`src/rtl/parallel_bus_slave_autoincrement_pkg.sv`:
```
// Shared encodings for the parallel bus slave: bus-role values and prefetch states.
package parallel_bus_slave_autoincrement_pkg;

  localparam logic REGISTER_SELECT_ADDRESS = 1'b0;
  localparam logic REGISTER_SELECT_DATA    = 1'b1;
  localparam logic BUS_WRITE               = 1'b0;
  localparam logic BUS_READ                = 1'b1;

  typedef enum logic [1:0] {
    PF_IDLE    = 2'd0,
    PF_REQ     = 2'd1,
    PF_CAPTURE = 2'd2
  } prefetch_state_e;

endpackage

```
`src/rtl/parallel_bus_slave_autoincrement_bus_input_synchronizer.sv`:
```
// Two-flop synchroniser for an N-bit bus plus its strobe, with a rising-edge
// detector on the synchronised strobe. Reusable by any asynchronous bus slave.
module bus_input_synchronizer #(
  parameter int N = 8
) (
  input  logic         clock,
  input  logic         reset,
  input  logic [N-1:0] data_in,
  input  logic         enable_in,
  output logic [N-1:0] data_out,
  output logic         enable_out,
  output logic         enable_rise
);

  logic [N:0] meta_q, meta_d;
  logic [N:0] sync_q, sync_d;
  logic       prev_q, prev_d;

  always_comb begin
    meta_d = {enable_in, data_in};
    sync_d = meta_q;
    prev_d = sync_q[N];
  end

  always_ff @(posedge clock or posedge reset) begin
    if (reset) begin
      meta_q <= '0;
      sync_q <= '0;
      prev_q <= 1'b0;
    end else begin
      meta_q <= meta_d;
      sync_q <= sync_d;
      prev_q <= prev_d;
    end
  end

  assign data_out    = sync_q[N-1:0];
  assign enable_out  = sync_q[N];
  assign enable_rise = sync_q[N] & ~prev_q;

endmodule

```
`src/rtl/parallel_bus_slave_autoincrement.sv`:
```
// Parallel bus slave bridging multi-transfer address/data phases to a synchronous
// memory port. Define PARALLEL_BUS_ADDRESS_AUTOINCREMENT_EN for burst address stepping.
module parallel_bus_slave_autoincrement
  import parallel_bus_slave_autoincrement_pkg::*;
#(
  parameter int WIDTH                 = 8,
  parameter int ADDRESS_TRANSACTIONS  = 2,
  parameter int TRANSACTIONS_PER_WORD = 4,
  parameter int ERROR_COUNTER_WIDTH   = 16
) (
  input  logic                                    clock,
  input  logic                                    reset,
  input  logic [WIDTH-1:0]                        bus_in,
  output logic [WIDTH-1:0]                        bus_out,
  output logic                                    bus_output_enable,
  input  logic                                    read,
  input  logic                                    register_select,
  input  logic                                    enable,
  output logic                                    ack_valid,
  output logic [ADDRESS_TRANSACTIONS*WIDTH-1:0]   mem_address,
  output logic [TRANSACTIONS_PER_WORD*WIDTH-1:0]  mem_write_data,
  output logic                                    mem_write_strobe,
  output logic                                    mem_read_strobe,
  input  logic [TRANSACTIONS_PER_WORD*WIDTH-1:0]  mem_read_data,
  output logic [ERROR_COUNTER_WIDTH-1:0]          errors
);

  localparam int ADDRESS_WIDTH = ADDRESS_TRANSACTIONS * WIDTH;
  localparam int DATA_WIDTH    = TRANSACTIONS_PER_WORD * WIDTH;
  localparam int WCW = (TRANSACTIONS_PER_WORD > 1) ? $clog2(TRANSACTIONS_PER_WORD) : 1;
  localparam int ACW = (ADDRESS_TRANSACTIONS > 1) ? $clog2(ADDRESS_TRANSACTIONS) : 1;
  localparam logic [WCW-1:0] WORD_LAST = WCW'(TRANSACTIONS_PER_WORD - 1);
  localparam logic [ACW-1:0] ADDR_LAST = ACW'(ADDRESS_TRANSACTIONS - 1);

  function automatic logic [ERROR_COUNTER_WIDTH-1:0] sat_inc(
    input logic [ERROR_COUNTER_WIDTH-1:0] v
  );
    return (&v) ? v : ERROR_COUNTER_WIDTH'(v + 1'b1);
  endfunction

  logic [WIDTH-1:0] s_bus;
  logic             s_read, s_rs, s_en, ev;

  bus_input_synchronizer #(.N(WIDTH + 2)) u_sync (
    .clock       (clock),
    .reset       (reset),
    .data_in     ({read, register_select, bus_in}),
    .enable_in   (enable),
    .data_out    ({s_read, s_rs, s_bus}),
    .enable_out  (s_en),
    .enable_rise (ev)
  );

  logic [ADDRESS_WIDTH-1:0]       addr_asm_q, addr_asm_d;
  logic [ADDRESS_WIDTH-1:0]       mem_address_q, mem_address_d;
  logic [ACW-1:0]                 addr_cnt_q, addr_cnt_d;
  logic [WCW-1:0]                 wword_q, wword_d;
  logic [WCW-1:0]                 rword_q, rword_d;
  logic [DATA_WIDTH-1:0]          mem_write_data_q, mem_write_data_d;
  logic [DATA_WIDTH-1:0]          pf_buf_q, pf_buf_d;
  logic [WIDTH-1:0]               bus_out_q, bus_out_d;
  logic [ERROR_COUNTER_WIDTH-1:0] errors_q, errors_d;
  logic                           wr_strobe_q, wr_strobe_d;
  logic                           step_q, step_d;
  logic                           ack_q, ack_d;
  prefetch_state_e                pf_state_q, pf_state_d;
  logic                           pf_req, err_ev, pending;
  logic [ADDRESS_WIDTH-1:0]       addr_shifted;

  always_comb begin
    addr_asm_d       = addr_asm_q;
    mem_address_d    = mem_address_q;
    addr_cnt_d       = addr_cnt_q;
    wword_d          = wword_q;
    rword_d          = rword_q;
    mem_write_data_d = mem_write_data_q;
    pf_buf_d         = pf_buf_q;
    bus_out_d        = bus_out_q;
    errors_d         = errors_q;
    wr_strobe_d      = 1'b0;
    step_d           = 1'b0;
    ack_d            = s_en;
    pf_state_d       = pf_state_q;
    pf_req           = 1'b0;
    err_ev           = 1'b0;
    pending          = (pf_state_q != PF_IDLE) || step_q;
    addr_shifted     = ADDRESS_WIDTH'({addr_asm_q, s_bus});

    // Address step lands one clock after the word completes; the prefetch then
    // sees the stepped address. A same-cycle address event below overrides it.
    if (step_q) begin
`ifdef PARALLEL_BUS_ADDRESS_AUTOINCREMENT_EN
      mem_address_d = mem_address_q + 1'b1;
`endif
      pf_req = 1'b1;
    end

    if (ev) begin
      err_ev = pending;
      case ({s_rs, s_read})
        {REGISTER_SELECT_ADDRESS, BUS_WRITE}: begin
          if (wword_q != WORD_LAST || rword_q != WORD_LAST) err_ev = 1'b1;
          wword_d    = WORD_LAST;
          rword_d    = WORD_LAST;
          addr_asm_d = addr_shifted;
          if (addr_cnt_q == '0) begin
            mem_address_d = addr_shifted;
            addr_cnt_d    = ADDR_LAST;
            pf_req        = 1'b1;
          end else begin
            addr_cnt_d = addr_cnt_q - 1'b1;
          end
        end
        {REGISTER_SELECT_DATA, BUS_WRITE}: begin
          for (int i = 0; i < TRANSACTIONS_PER_WORD; i++)
            if (wword_q == WCW'(i)) mem_write_data_d[i*WIDTH +: WIDTH] = s_bus;
          if (wword_q == '0) begin
            wr_strobe_d = 1'b1;
            step_d      = 1'b1;
            wword_d     = WORD_LAST;
          end else begin
            wword_d = wword_q - 1'b1;
          end
        end
        {REGISTER_SELECT_DATA, BUS_READ}: begin
          for (int i = 0; i < TRANSACTIONS_PER_WORD; i++)
            if (rword_q == WCW'(i)) bus_out_d = pf_buf_q[i*WIDTH +: WIDTH];
          if (rword_q == '0) begin
            step_d  = 1'b1;
            rword_d = WORD_LAST;
          end else begin
            rword_d = rword_q - 1'b1;
          end
        end
        default: err_ev = 1'b1;
      endcase
      if (err_ev) errors_d = sat_inc(errors_q);
    end

    case (pf_state_q)
      PF_IDLE: if (pf_req) pf_state_d = PF_REQ;
      PF_REQ:  pf_state_d = pf_req ? PF_REQ : PF_CAPTURE;
      PF_CAPTURE: begin
        pf_buf_d   = mem_read_data;
        pf_state_d = pf_req ? PF_REQ : PF_IDLE;
      end
      default: pf_state_d = PF_IDLE;
    endcase
  end

  always_ff @(posedge clock or posedge reset) begin
    if (reset) begin
      addr_asm_q       <= '0;
      mem_address_q    <= '0;
      addr_cnt_q       <= ADDR_LAST;
      wword_q          <= WORD_LAST;
      rword_q          <= WORD_LAST;
      mem_write_data_q <= '0;
      pf_buf_q         <= '0;
      bus_out_q        <= '0;
      errors_q         <= '0;
      wr_strobe_q      <= 1'b0;
      step_q           <= 1'b0;
      ack_q            <= 1'b0;
      pf_state_q       <= PF_IDLE;
    end else begin
      addr_asm_q       <= addr_asm_d;
      mem_address_q    <= mem_address_d;
      addr_cnt_q       <= addr_cnt_d;
      wword_q          <= wword_d;
      rword_q          <= rword_d;
      mem_write_data_q <= mem_write_data_d;
      pf_buf_q         <= pf_buf_d;
      bus_out_q        <= bus_out_d;
      errors_q         <= errors_d;
      wr_strobe_q      <= wr_strobe_d;
      step_q           <= step_d;
      ack_q            <= ack_d;
      pf_state_q       <= pf_state_d;
    end
  end

  assign bus_out           = bus_out_q;
  assign bus_output_enable = s_read;
  assign ack_valid         = ack_q;
  assign mem_address       = mem_address_q;
  assign mem_write_data    = mem_write_data_q;
  assign mem_write_strobe  = wr_strobe_q;
  assign mem_read_strobe   = (pf_state_q == PF_REQ);
  assign errors            = errors_q;

endmodule
```
`config.mk`:
```
export PLATFORM = sky130hd
export DESIGN_NAME = parallel_bus_slave_autoincrement
export DESIGN_NICKNAME = d
export VERILOG_FILES = /design/src/rtl/parallel_bus_slave_autoincrement_pkg.sv /design/src/rtl/parallel_bus_slave_autoincrement_bus_input_synchronizer.sv /design/src/rtl/parallel_bus_slave_autoincrement.sv
export SDC_FILE = /design/constraint.sdc
export NUM_CORES = 1
export LEC_CHECK = 0
export ABC_CLOCK_PERIOD_IN_PS = 11450
export CAP_MARGIN = 15
export CORE_ASPECT_RATIO = 0.9
export CORE_MARGIN = 2
export CORE_UTILIZATION = 55
export DETAILED_ROUTE_END_ITERATION = 12
export PLACE_DENSITY = 0.85
export SKIP_CTS_REPAIR_TIMING = 1
export SLEW_MARGIN = 10
export SYNTH_ARGS = -nofsm -noshare
export SYNTH_HDL_FRONTEND = slang
export SYNTH_SLANG_ARGS = --single-unit
```
`constraint.sdc`:
```
create_clock -name clock -period 11.45 [get_ports clock]
set_input_delay 2.29 -clock clock [delete_from_list [all_inputs] [get_ports clock]]
set_output_delay 2.29 -clock clock [all_outputs]
set_load 0.01 [all_outputs]
```
# Word level (Yosys, flattened, before mapping)
# Cells that the tools add are included.
dict set report word_totals {
  latch_bits 0
  romBits 0
  reg_bits 144
  memories 0
  ramBits 0
  in_bits 45
}
dict set report op_classes {
  magnitude_cmp 0
  shifts 0
  n_div 0
  eq_ne 13
  n_mux 26
  add_sub_neg 4
  bitwise_logic 4
  mul 0
  reduce_logical 22
}
# op n
set op_table {}
lappend op_table {{2-to-1 mux 8 bit} 4}
lappend op_table {{AND reduction 3 bit} 7}
lappend op_table {{adder 16 x 1 -> 16 bit, second input constant} 1}
lappend op_table {{AND reduction 16 bit} 1}
lappend op_table {{equality test 2 bit, second input constant} 7}
lappend op_table {{2-to-1 mux 1 bit} 13}
lappend op_table {{zero test 2 bit} 4}
lappend op_table {{2-to-1 mux 2 bit} 4}
lappend op_table {{one-hot mux 2 bit (2 select lines)} 2}
lappend op_table {{equality test 2 x 1 -> 1 bit, second input constant} 3}
lappend op_table {{!= test 2 bit, second input constant} 3}
lappend op_table {{one-hot mux 2 bit (3 select lines)} 1}
lappend op_table {{AND reduction 2 bit} 3}
lappend op_table {{nonzero test 2 bit} 3}
lappend op_table {{one-hot mux 1 bit (2 select lines)} 2}
lappend op_table {{nonzero test 4 bit} 1}
lappend op_table {{subtractor 2 x 1 -> 2 bit, second input constant} 2}
lappend op_table {{inverter 1 bit} 3}
lappend op_table {{logical OR 1 bit} 2}
lappend op_table {{OR reduction 2 bit} 1}
lappend op_table {{AND 1 bit} 1}
lappend op_table {{subtractor 1 bit, second input constant} 1}

# Depth between registers and ports, before layout
# Gate-level depths: netlist of run 1.
dict set report logic_depth {
  word_depth 6
  depth_mapped 8
  mapped_depth_nobuf 7
}

# Cells and area by module
# From an unflattened synthesis of run 1, not the netlist that was laid out.
dict set report unflattened {
  hier_cells 402
  area_unflattened_um2 5773.0
}
# mod cells_each n_inst area_per_inst_um2
set by_module_without_submodules {}
lappend by_module_without_submodules {parallel_bus_slave_autoincrement 377 1 5180.0}
lappend by_module_without_submodules {bus_input_synchronizer 25 1 593.1}

# Least setup slack after synthesis of run 1
# No wires, ideal clock.
dict set report synth_path {
  path_type {register -> output}
  startpoint {reg pf_state_q[0]}
  endpoint {out mem_read_strobe}
  path_slack_ns 8.570
  t_required_ns 9.160
  n_path_buf 0
  path_stages_with_launch 2
  t_arrival_ns 0.590
  cell_sequence {dfrtp_1 nor2b_1}
}
dict set report synth_between {
  elab_chain_len 1
}
# item line_no
set synth_rtl {}
lappend synth_rtl {{from (decl)} parallel_bus_slave_autoincrement.sv:66} ;# prefetch_state_e pf_state_q, pf_state_d;
lappend synth_rtl {{from (signal assigned)} parallel_bus_slave_autoincrement.sv:179} ;# pf_state_q <= pf_state_d;
lappend synth_rtl {{equality test 2 x 1 -> 1 bit} parallel_bus_slave_autoincrement.sv:189} ;# assign mem_read_strobe = (pf_state_q == PF_REQ);
lappend synth_rtl {{to (decl)} parallel_bus_slave_autoincrement.sv:23} ;# output logic mem_read_strobe,
# Every way passes these cells.

# Worst setup path after layout of run 1
# Same ends and word-level chain as after synthesis.

==> results of run 1 <==
==> through the flow <==
| stage | instances | setup slack (ns) |
|---|---|---|
| final | 680 | 7.530 |
| after global routing | 680 | 7.501 |
| after CTS | 679 | 7.528 |
| after detailed placement | 647 | 7.163 |
| after global placement | 647 | 7.257 |
| after floorplan | 409 | 5.302 |
==> registers in the layout, summed over array words and instances (netlist names) <==
register	count
addr_asm_q	8
addr_cnt_q	1
bus_out	8
errors	16
mem_address	16
mem_write_data	32
mem_write_strobe	1
pf_buf_q	32
pf_state_q	2
rword_q	2
step_q	1
u_sync.meta_q	11
u_sync.prev_q	1
u_sync.sync_q	11
wword_q	2
==> worst max-delay path, stage by stage (launching register included) <==
cell	delay, ns
sky130_fd_sc_hd__dfrtp_1	0.39
sky130_fd_sc_hd__nor2b_1	0.25
sky130_fd_sc_hd__clkdlybuf4s50_1	0.58
==> how the worst max path moves through the flow <==
stage	end	cells after the start	slack, ns	start
detailed placement	pf_buf_q[0]	3	7.16	reset
finish	mem_read_strobe	2	7.53	pf_state_q[0]
global route	mem_read_strobe	2	7.50	pf_state_q[0]
global placement	errors[4]	3	7.26	reset
floorplan	addr_asm_q[0]	1	5.30	reset
CTS	mem_read_strobe	2	7.53	pf_state_q[0]
==> report_power, final <==
part / internal, mW / leakage (nW) / total, mW / switching [mW]
combinational: 0.310 / 1.36 / 0.504 / 0.195
clock: 0.334 / 0.280 / 0.543 / 0.209
sequential: 0.677 / 1.77 / 0.780 / 0.103
total: 1.32 / 3.42 / 1.83 / 0.507
==> kinds of logic (layout without fill, tap and decap cells) <==
logic type	count (synthesis)	count (layout)	share of synthesized area (%)
muxes	108	108	20.78
adders and majority gates	13	13	2.829
xor gates and xnor gates	13	13	1.980
buffers and inverters	26	168	2.089
and+or+nand+nor	82	82	7.182
AOI/OAI and AO/OA	23	23	2.351
DFF	144	144	62.79
==> cell type report <==
| cell class | instances | area [sq um] |
|---|---|---|
| Sequential cell | 144 | 3610 |
| Clock buffer | 21 | 460.4 |
| Clock inverter | 11 | 131.4 |
| Multi-Input combinational cell | 239 | 2022 |
| Timing Repair Buffer | 124 | 1251 |
| Inverter | 12 | 50.05 |
| Fill cell | 649 | 2517 |
| Tap cell | 129 | 161.4 |
==> per-layer routing <==
metal / vias to the layer above / global-route usage (%)
met1: 1820 / 27.94
met4: 0 / 8.357
met3: 18 / 6.314
met5: - / 0
met2: 88 / 36.22
li1: 1677 / -
==> synthesized netlist by cell type, drive strengths merged <==
master / n / area [sq um]
and2: 2 / 12.52
nor3: 9 / 45.04
dfrtp: 139 / 3478
a31oi: 1 / 6.260
or3: 1 / 11.26
inv: 12 / 45.04
xnor2: 4 / 35.03
nand3: 7 / 35.03
o31ai: 1 / 21.27
o21ai: 8 / 40.04
ha: 13 / 162.7
nor3b: 1 / 7.510
buf: 9 / 56.30
and4: 1 / 11.26
xor2: 9 / 78.83
mux2: 91 / 1025
nor4: 8 / 56.30
nand4: 3 / 33.78
mux2i: 17 / 170.2
clkbuf: 5 / 18.77
a21boi: 1 / 7.510
nor2: 21 / 81.33
a21oi: 12 / 60.06
nor2b: 4 / 25.02
nand2: 25 / 93.84
dfstp: 5 / 131.4
==> flow_results.xml, run 1 <==
<?xml version="1.0" encoding="UTF-8"?>
<metrics>
  <group name="timing">
    <metric name="timing.setup.tns" unit="ns">0</metric>
    <metric name="clock_skew" unit="ns">0.01130</metric>
    <metric name="holdWs" unit="ns">0.3473</metric>
    <metric name="layout_min_cycle_time" unit="ns">3.920</metric>
    <metric name="worst-slew-pin-transition" unit="ns">0.9964</metric>
    <metric name="unrepaired_setup_endpoints_after_global_routing" unit="">no</metric>
    <metric name="timing_hold_violations_final" unit="">0</metric>
    <metric name="layout_worst_path_cycle_share" unit="%">34.24</metric>
    <metric name="fmax" unit="MHz">255.1</metric>
    <metric name="timing.final.max_slew_violations" unit="">0</metric>
    <metric name="setup_viol_count_final" unit="">0</metric>
    <metric name="slew_headroom" unit="%">33.33</metric>
  </group>
  <group name="worst_setup_path">
    <metric name="critical_path_arrival" unit="ns">1.63</metric>
    <metric name="startpoint_type" unit="">flip-flop</metric>
    <metric name="timing.setup.critical_path_class" unit="">flip-flop to output pin</metric>
    <metric name="end_kind" unit="">output pin</metric>
    <metric name="timing.critical_path.required" unit="ns">9.16</metric>
    <metric name="reg2reg_depth" unit="">4</metric>
    <metric name="crit-reg2reg-launch" unit="">u_sync.prev_q</metric>
    <metric name="r2r_setup_slack" unit="ns">8.70</metric>
    <metric name="critPathMaxFanout" unit="">4</metric>
    <metric name="regToRegEndpoint" unit="">mem_address[7]</metric>
  </group>
  <group name="min_path">
    <metric name="hold_path.class" unit="">flip-flop to flip-flop</metric>
    <metric name="whs_endpoint" unit="">u_sync.sync_q[8]</metric>
    <metric name="hold_path_depth" unit="">0</metric>
    <metric name="hold_path.startpoint" unit="">u_sync.meta_q[8]</metric>
  </group>
  <group name="place">
    <metric name="cell_area_after_placement" unit="sq um">7067</metric>
    <metric name="place_congestion" unit="">0.7529</metric>
    <metric name="place.port_buffers" unit="">120</metric>
    <metric name="dpl.hpwl" unit="microns">7983</metric>
  </group>
  <group name="global_route">
    <metric name="grt_start_max_net_pins" unit="">86</metric>
    <metric name="grt_antenna_before_repair" unit="">0</metric>
    <metric name="globalRouteOverflowTotal" unit="">0</metric>
    <metric name="globalRouteTotalUtil" unit="%">21.96</metric>
    <metric name="grt_pass1_vias" unit="">3727</metric>
    <metric name="wire_length_of_the_first_global_routing_pass" unit="microns">18780</metric>
  </group>
  <group name="finish">
    <metric name="final_nets" unit="">596</metric>
    <metric name="final_area" unit="sq um">7686</metric>
    <metric name="syn_to_final_growth" unit="%">33.69</metric>
    <metric name="most-common-layout-cells" unit="">139 x sky130_fd_sc_hd__dfrtp_1, 120 x sky130_fd_sc_hd__clkdlybuf4s50_1, 90 x sky130_fd_sc_hd__mux2_2</metric>
    <metric name="antenna_cells" unit="">0</metric>
    <metric name="finish.utilization" unit="%">75.33</metric>
    <metric name="drive_above_1_share" unit="%">24.86</metric>
    <metric name="layout_commonest_cell" unit="">sky130_fd_sc_hd__dfrtp_1</metric>
  </group>
  <group name="route">
    <metric name="highest-signal-layer" unit="">met4</metric>
    <metric name="drt_first_pass_iters" unit="">4</metric>
    <metric name="drt_first_iter_violations" unit="">130</metric>
    <metric name="antenna_violating_nets_post_route" unit="">0</metric>
    <metric name="route.met2.wl" unit="microns">6121</metric>
    <metric name="met3RoutedLength" unit="microns">492</metric>
    <metric name="via_count" unit="">3603</metric>
    <metric name="avgViaCountPerCell" unit="">5.299</metric>
    <metric name="met1Wirelength" unit="microns">5106</metric>
    <metric name="post_drt_wl_per_cell" unit="microns">17.48</metric>
    <metric name="wire_length_after_detailed_routing" unit="microns">11890</metric>
    <metric name="detail_route.drc_violations" unit="">0</metric>
  </group>
  <group name="synthesis">
    <metric name="synth_cells" unit="">409</metric>
    <metric name="synth.cell_area" unit="sq um">5749</metric>
    <metric name="yosys_register_bits" unit="">144</metric>
    <metric name="yosysUniqueCellTypes" unit="">34</metric>
    <metric name="synth_seq_area_share" unit="%">62.79</metric>
    <metric name="yosys_warnings" unit="">0</metric>
    <metric name="post_syn_nets" unit="">467</metric>
    <metric name="synth_area_per_cell" unit="sq um">14.06</metric>
  </group>
  <group name="clock_network">
    <metric name="clock_sink_count" unit="">144</metric>
    <metric name="tritoncts" unit="">done</metric>
    <metric name="worstSkewPairLatency" unit="ns">0.42</metric>
    <metric name="clock_path_buffers" unit="">2</metric>
    <metric name="clkSlewWorstSetupHoldPaths" unit="ns">0.06</metric>
    <metric name="cts.root.buffer_cell" unit="">sky130_fd_sc_hd__clkbuf_16</metric>
    <metric name="cts.htree.levels" unit="">4</metric>
    <metric name="cts_made_buffers" unit="">17</metric>
  </group>
  <group name="die">
    <metric name="dieWidth" unit="microns">111.8</metric>
    <metric name="die_area" unit="sq um">11290</metric>
    <metric name="boundaryPins" unit="">121</metric>
    <metric name="initial_core_utilization" unit="%">56.35</metric>
    <metric name="num_rows" unit="">35</metric>
    <metric name="die_h" unit="microns">101.0</metric>
    <metric name="floorplan.core_area" unit="sq um">10200</metric>
  </group>
  <group name="outcome">
    <metric name="run_status" unit="">finished, final reports clean</metric>
  </group>
  <group name="job">
    <metric name="max_cap_violations" unit="">0</metric>
  </group>
  <group name="power_and_ir_drop">
    <metric name="pwr_cell_area" unit="nW/um^2">237.8</metric>
    <metric name="power.ir.vdd_worst" unit="mV">0.1507</metric>
    <metric name="report.power.total" unit="mW">1.827</metric>
    <metric name="power.static_leakage" unit="nW">3.416</metric>
  </group>
</metrics>
No activity file was read; power rests on OpenSTA's default activity.
==> run 2, diff against run 1 <==
ABC_CLOCK_PERIOD_IN_PS = 3600   (was 11450)
CORE_UTILIZATION = 46   (was 55)
PLACE_DENSITY = 0.76   (was 0.85)
clock period = 3.6 ns   (was 11.45 ns; I/O delays follow)
==> run 2 against run 1 <==
  * Final area up 0.41%
  * Hold slack worse by 0.00060 ns
  * Count of clock-buffer cells in the layout unchanged
  * Non-clock buffer count up 1
  * Sequential share of layout area down 0.19 points
  * Critical path depth up 2
  * Worst setup slack worse by 6.6 ns
  * Clock skew down 0.0054 ns
  * Highest routed layer unchanged
==> flow_results.xml, run 2 (synthesized netlist as in run 1, its figures left out) <==
<?xml version="1.0" encoding="UTF-8"?>
<metrics>
  <group name="finish">
    <metric name="drive_above_1_share" unit="%">25.36</metric>
    <metric name="finish.utilization" unit="%">63.65</metric>
    <metric name="fill_cells" unit="">920</metric>
    <metric name="final_area" unit="sq um">7717</metric>
    <metric name="layout_commonest_cell" unit="">sky130_fd_sc_hd__dfrtp_1</metric>
    <metric name="antenna_cells" unit="">0</metric>
    <metric name="syn_to_final_growth" unit="%">34.23</metric>
    <metric name="most-common-layout-cells" unit="">139 x sky130_fd_sc_hd__dfrtp_1, 120 x sky130_fd_sc_hd__clkdlybuf4s50_1, 90 x sky130_fd_sc_hd__mux2_2</metric>
    <metric name="final_nets" unit="">597</metric>
  </group>
  <group name="die">
    <metric name="dieWidth" unit="microns">121.8</metric>
    <metric name="initial_core_utilization" unit="%">47.42</metric>
    <metric name="num_rows" unit="">38</metric>
    <metric name="die_area" unit="sq um">13410</metric>
    <metric name="boundaryPins" unit="">121</metric>
    <metric name="floorplan.core_area" unit="sq um">12120</metric>
    <metric name="die_h" unit="microns">110.1</metric>
  </group>
  <group name="clock_network">
    <metric name="cts.htree.levels" unit="">4</metric>
    <metric name="cts.root.buffer_cell" unit="">sky130_fd_sc_hd__clkbuf_16</metric>
    <metric name="cts_made_buffers" unit="">17</metric>
    <metric name="clkSlewWorstSetupHoldPaths" unit="ns">0.06</metric>
    <metric name="tritoncts" unit="">done</metric>
    <metric name="clock_sink_count" unit="">144</metric>
    <metric name="clock_path_buffers" unit="">2</metric>
    <metric name="worstSkewPairLatency" unit="ns">0.42</metric>
  </group>
  <group name="power_and_ir_drop">
    <metric name="power_frac_seq" unit="%">42.8</metric>
    <metric name="power.clock.fraction" unit="%">29.3</metric>
    <metric name="intPower" unit="mW">4.165</metric>
    <metric name="power.static_leakage" unit="nW">3.411</metric>
    <metric name="comb_power_share" unit="%">27.9</metric>
    <metric name="power_switching" unit="mW">1.620</metric>
    <metric name="power.switching_fraction" unit="%">28.01</metric>
    <metric name="pwr_cell_area" unit="nW/um^2">749.6</metric>
    <metric name="power.ir.vdd_worst" unit="mV">0.4468</metric>
  </group>
  <group name="worst_setup_path">
    <metric name="critPathTopFamily" unit="">simple AND/OR/NAND/NOR gates</metric>
    <metric name="startpoint_type" unit="">flip-flop</metric>
    <metric name="end_kind" unit="">flip-flop</metric>
    <metric name="slowest_stage_cell_on_the_critical_path" unit="">sky130_fd_sc_hd__nor2_2</metric>
    <metric name="critPathMaxFanout" unit="">17</metric>
    <metric name="worstPathCellList" unit="">nor2b_1 -&gt; nand2_1 -&gt; nor2_2 -&gt; mux2_2</metric>
    <metric name="critical_path_buf_inv_count" unit="">0</metric>
    <metric name="critical-path-max-stage-delay" unit="ns">0.84</metric>
    <metric name="r2r_setup_slack" unit="ns">0.96</metric>
    <metric name="critical_path_arrival" unit="ns">2.95</metric>
    <metric name="timing.setup.critical_path_class" unit="">flip-flop to flip-flop</metric>
    <metric name="timing.critical_path.required" unit="ns">3.90</metric>
  </group>
  <group name="global_route">
    <metric name="grt_pass1_vias" unit="">3722</metric>
    <metric name="globalRouteTotalUtil" unit="%">19.09</metric>
    <metric name="wire_length_of_the_first_global_routing_pass" unit="microns">19120</metric>
    <metric name="grt_antenna_before_repair" unit="">0</metric>
    <metric name="globalRouteOverflowTotal" unit="">0</metric>
    <metric name="grt_start_max_net_pins" unit="">41</metric>
  </group>
  <group name="timing">
    <metric name="timing.setup.tns" unit="ns">0</metric>
    <metric name="layout_worst_path_cycle_share" unit="%">73.47</metric>
    <metric name="layout_min_cycle_time" unit="ns">2.645</metric>
    <metric name="clock_skew" unit="ns">0.005863</metric>
    <metric name="timing_hold_violations_final" unit="">0</metric>
    <metric name="setup_viol_count_final" unit="">0</metric>
    <metric name="slew_headroom" unit="%">37.35</metric>
    <metric name="worst-slew-pin-transition" unit="ns">0.9363</metric>
    <metric name="post-route-worst-setup-slack" unit="ns">0.9552</metric>
    <metric name="timing.final.max_slew_violations" unit="">0</metric>
    <metric name="fmax" unit="MHz">378.1</metric>
    <metric name="unrepaired_setup_endpoints_after_global_routing" unit="">no</metric>
  </group>
  <group name="route">
    <metric name="post_drt_wl_per_cell" unit="microns">16.62</metric>
    <metric name="drt_first_pass_iters" unit="">4</metric>
    <metric name="antenna_violating_nets_post_route" unit="">0</metric>
    <metric name="detail_route.drc_violations" unit="">0</metric>
    <metric name="drt_first_iter_violations" unit="">142</metric>
    <metric name="met3RoutedLength" unit="microns">543</metric>
    <metric name="via_count" unit="">3577</metric>
    <metric name="route.met2.wl" unit="microns">5952</metric>
    <metric name="avgViaCountPerCell" unit="">5.024</metric>
    <metric name="met1Wirelength" unit="microns">5131</metric>
    <metric name="highest-signal-layer" unit="">met4</metric>
    <metric name="wire_length_after_detailed_routing" unit="microns">11830</metric>
  </group>
  <group name="place">
    <metric name="place_congestion" unit="">0.7570</metric>
    <metric name="post-place-ws" unit="ns">1.001</metric>
    <metric name="dpl.hpwl" unit="microns">8330</metric>
    <metric name="place.port_buffers" unit="">120</metric>
    <metric name="cell_area_after_placement" unit="sq um">7132</metric>
  </group>
  <group name="min_path">
    <metric name="hold_path.class" unit="">flip-flop to flip-flop</metric>
  </group>
  <group name="outcome">
    <metric name="run_status" unit="">finished, final reports clean</metric>
  </group>
  <group name="job">
    <metric name="max_cap_violations" unit="">0</metric>
  </group>
</metrics>
==> run 2: final cells by class <==
cell class | instances | area [sq um] | share of cell area [%]
sequential | 144 | 3610 | 46.77
timing repair buffer | 125 | 1251 | 16.21
inverter | 12 | 48.80 | 0.6323
clock inverter | 11 | 105.1 | 1.362
clock buffer | 21 | 480.5 | 6.226
multi-input combinational | 239 | 2022 | 26.20
tap | 160 | 200.2 | 2.594
==> run 2: power groups by stage <==
stage | Sequential (mW) | Clock, mW | Combinational, mW
6_report | 2.48 | 1.69 | 1.62
5_1_grt | 2.54 | 1.80 | 1.75
4_1_cts | 2.48 | 1.73 | 1.65
3_5_place_dp | 2.50 | 0 | 1.64
3_3_place_gp | 2.47 | 0 | 1.58
2_1_floorplan | 2.56 | 0 | 0.683
==> run 2: path summary, 6_finish.rpt <==
path / start / cells past startpoint / endpoint
worst min register to register: u_sync.meta_q[6] / 0 / u_sync.sync_q[6]
min in group asynchronous: reset / 2 / pf_buf_q[2]
worst max register to register: u_sync.prev_q / 4 / mem_address[0]
worst max-delay path: u_sync.prev_q / 4 / mem_address[0]
worst min-delay path: u_sync.meta_q[6] / 0 / u_sync.sync_q[6]
max in group asynchronous: reset / 3 / errors[0]
==> run 2: per-layer routing <==
| layer | GRT usage, % | vias to the layer above |
|---|---|---|
| met1 | 24.39 | 1799 |
| met2 | 30.37 | 81 |
| met3 | 5.864 | 15 |
| met4 | 8.292 | 0 |
| li1 | - | 1682 |
| met5 | 0 | - |
==> run 2: metrics by stage <==
step	hold slack (ns)	cells	total power [mW]
after CTS	0.3480	712	5.855
final	0.3467	712	5.785
after detailed placement	0.3347	680	4.137
after floorplan	0.3312	409	3.244
after global routing	0.3500	712	6.089
after global placement	0.3317	680	4.043
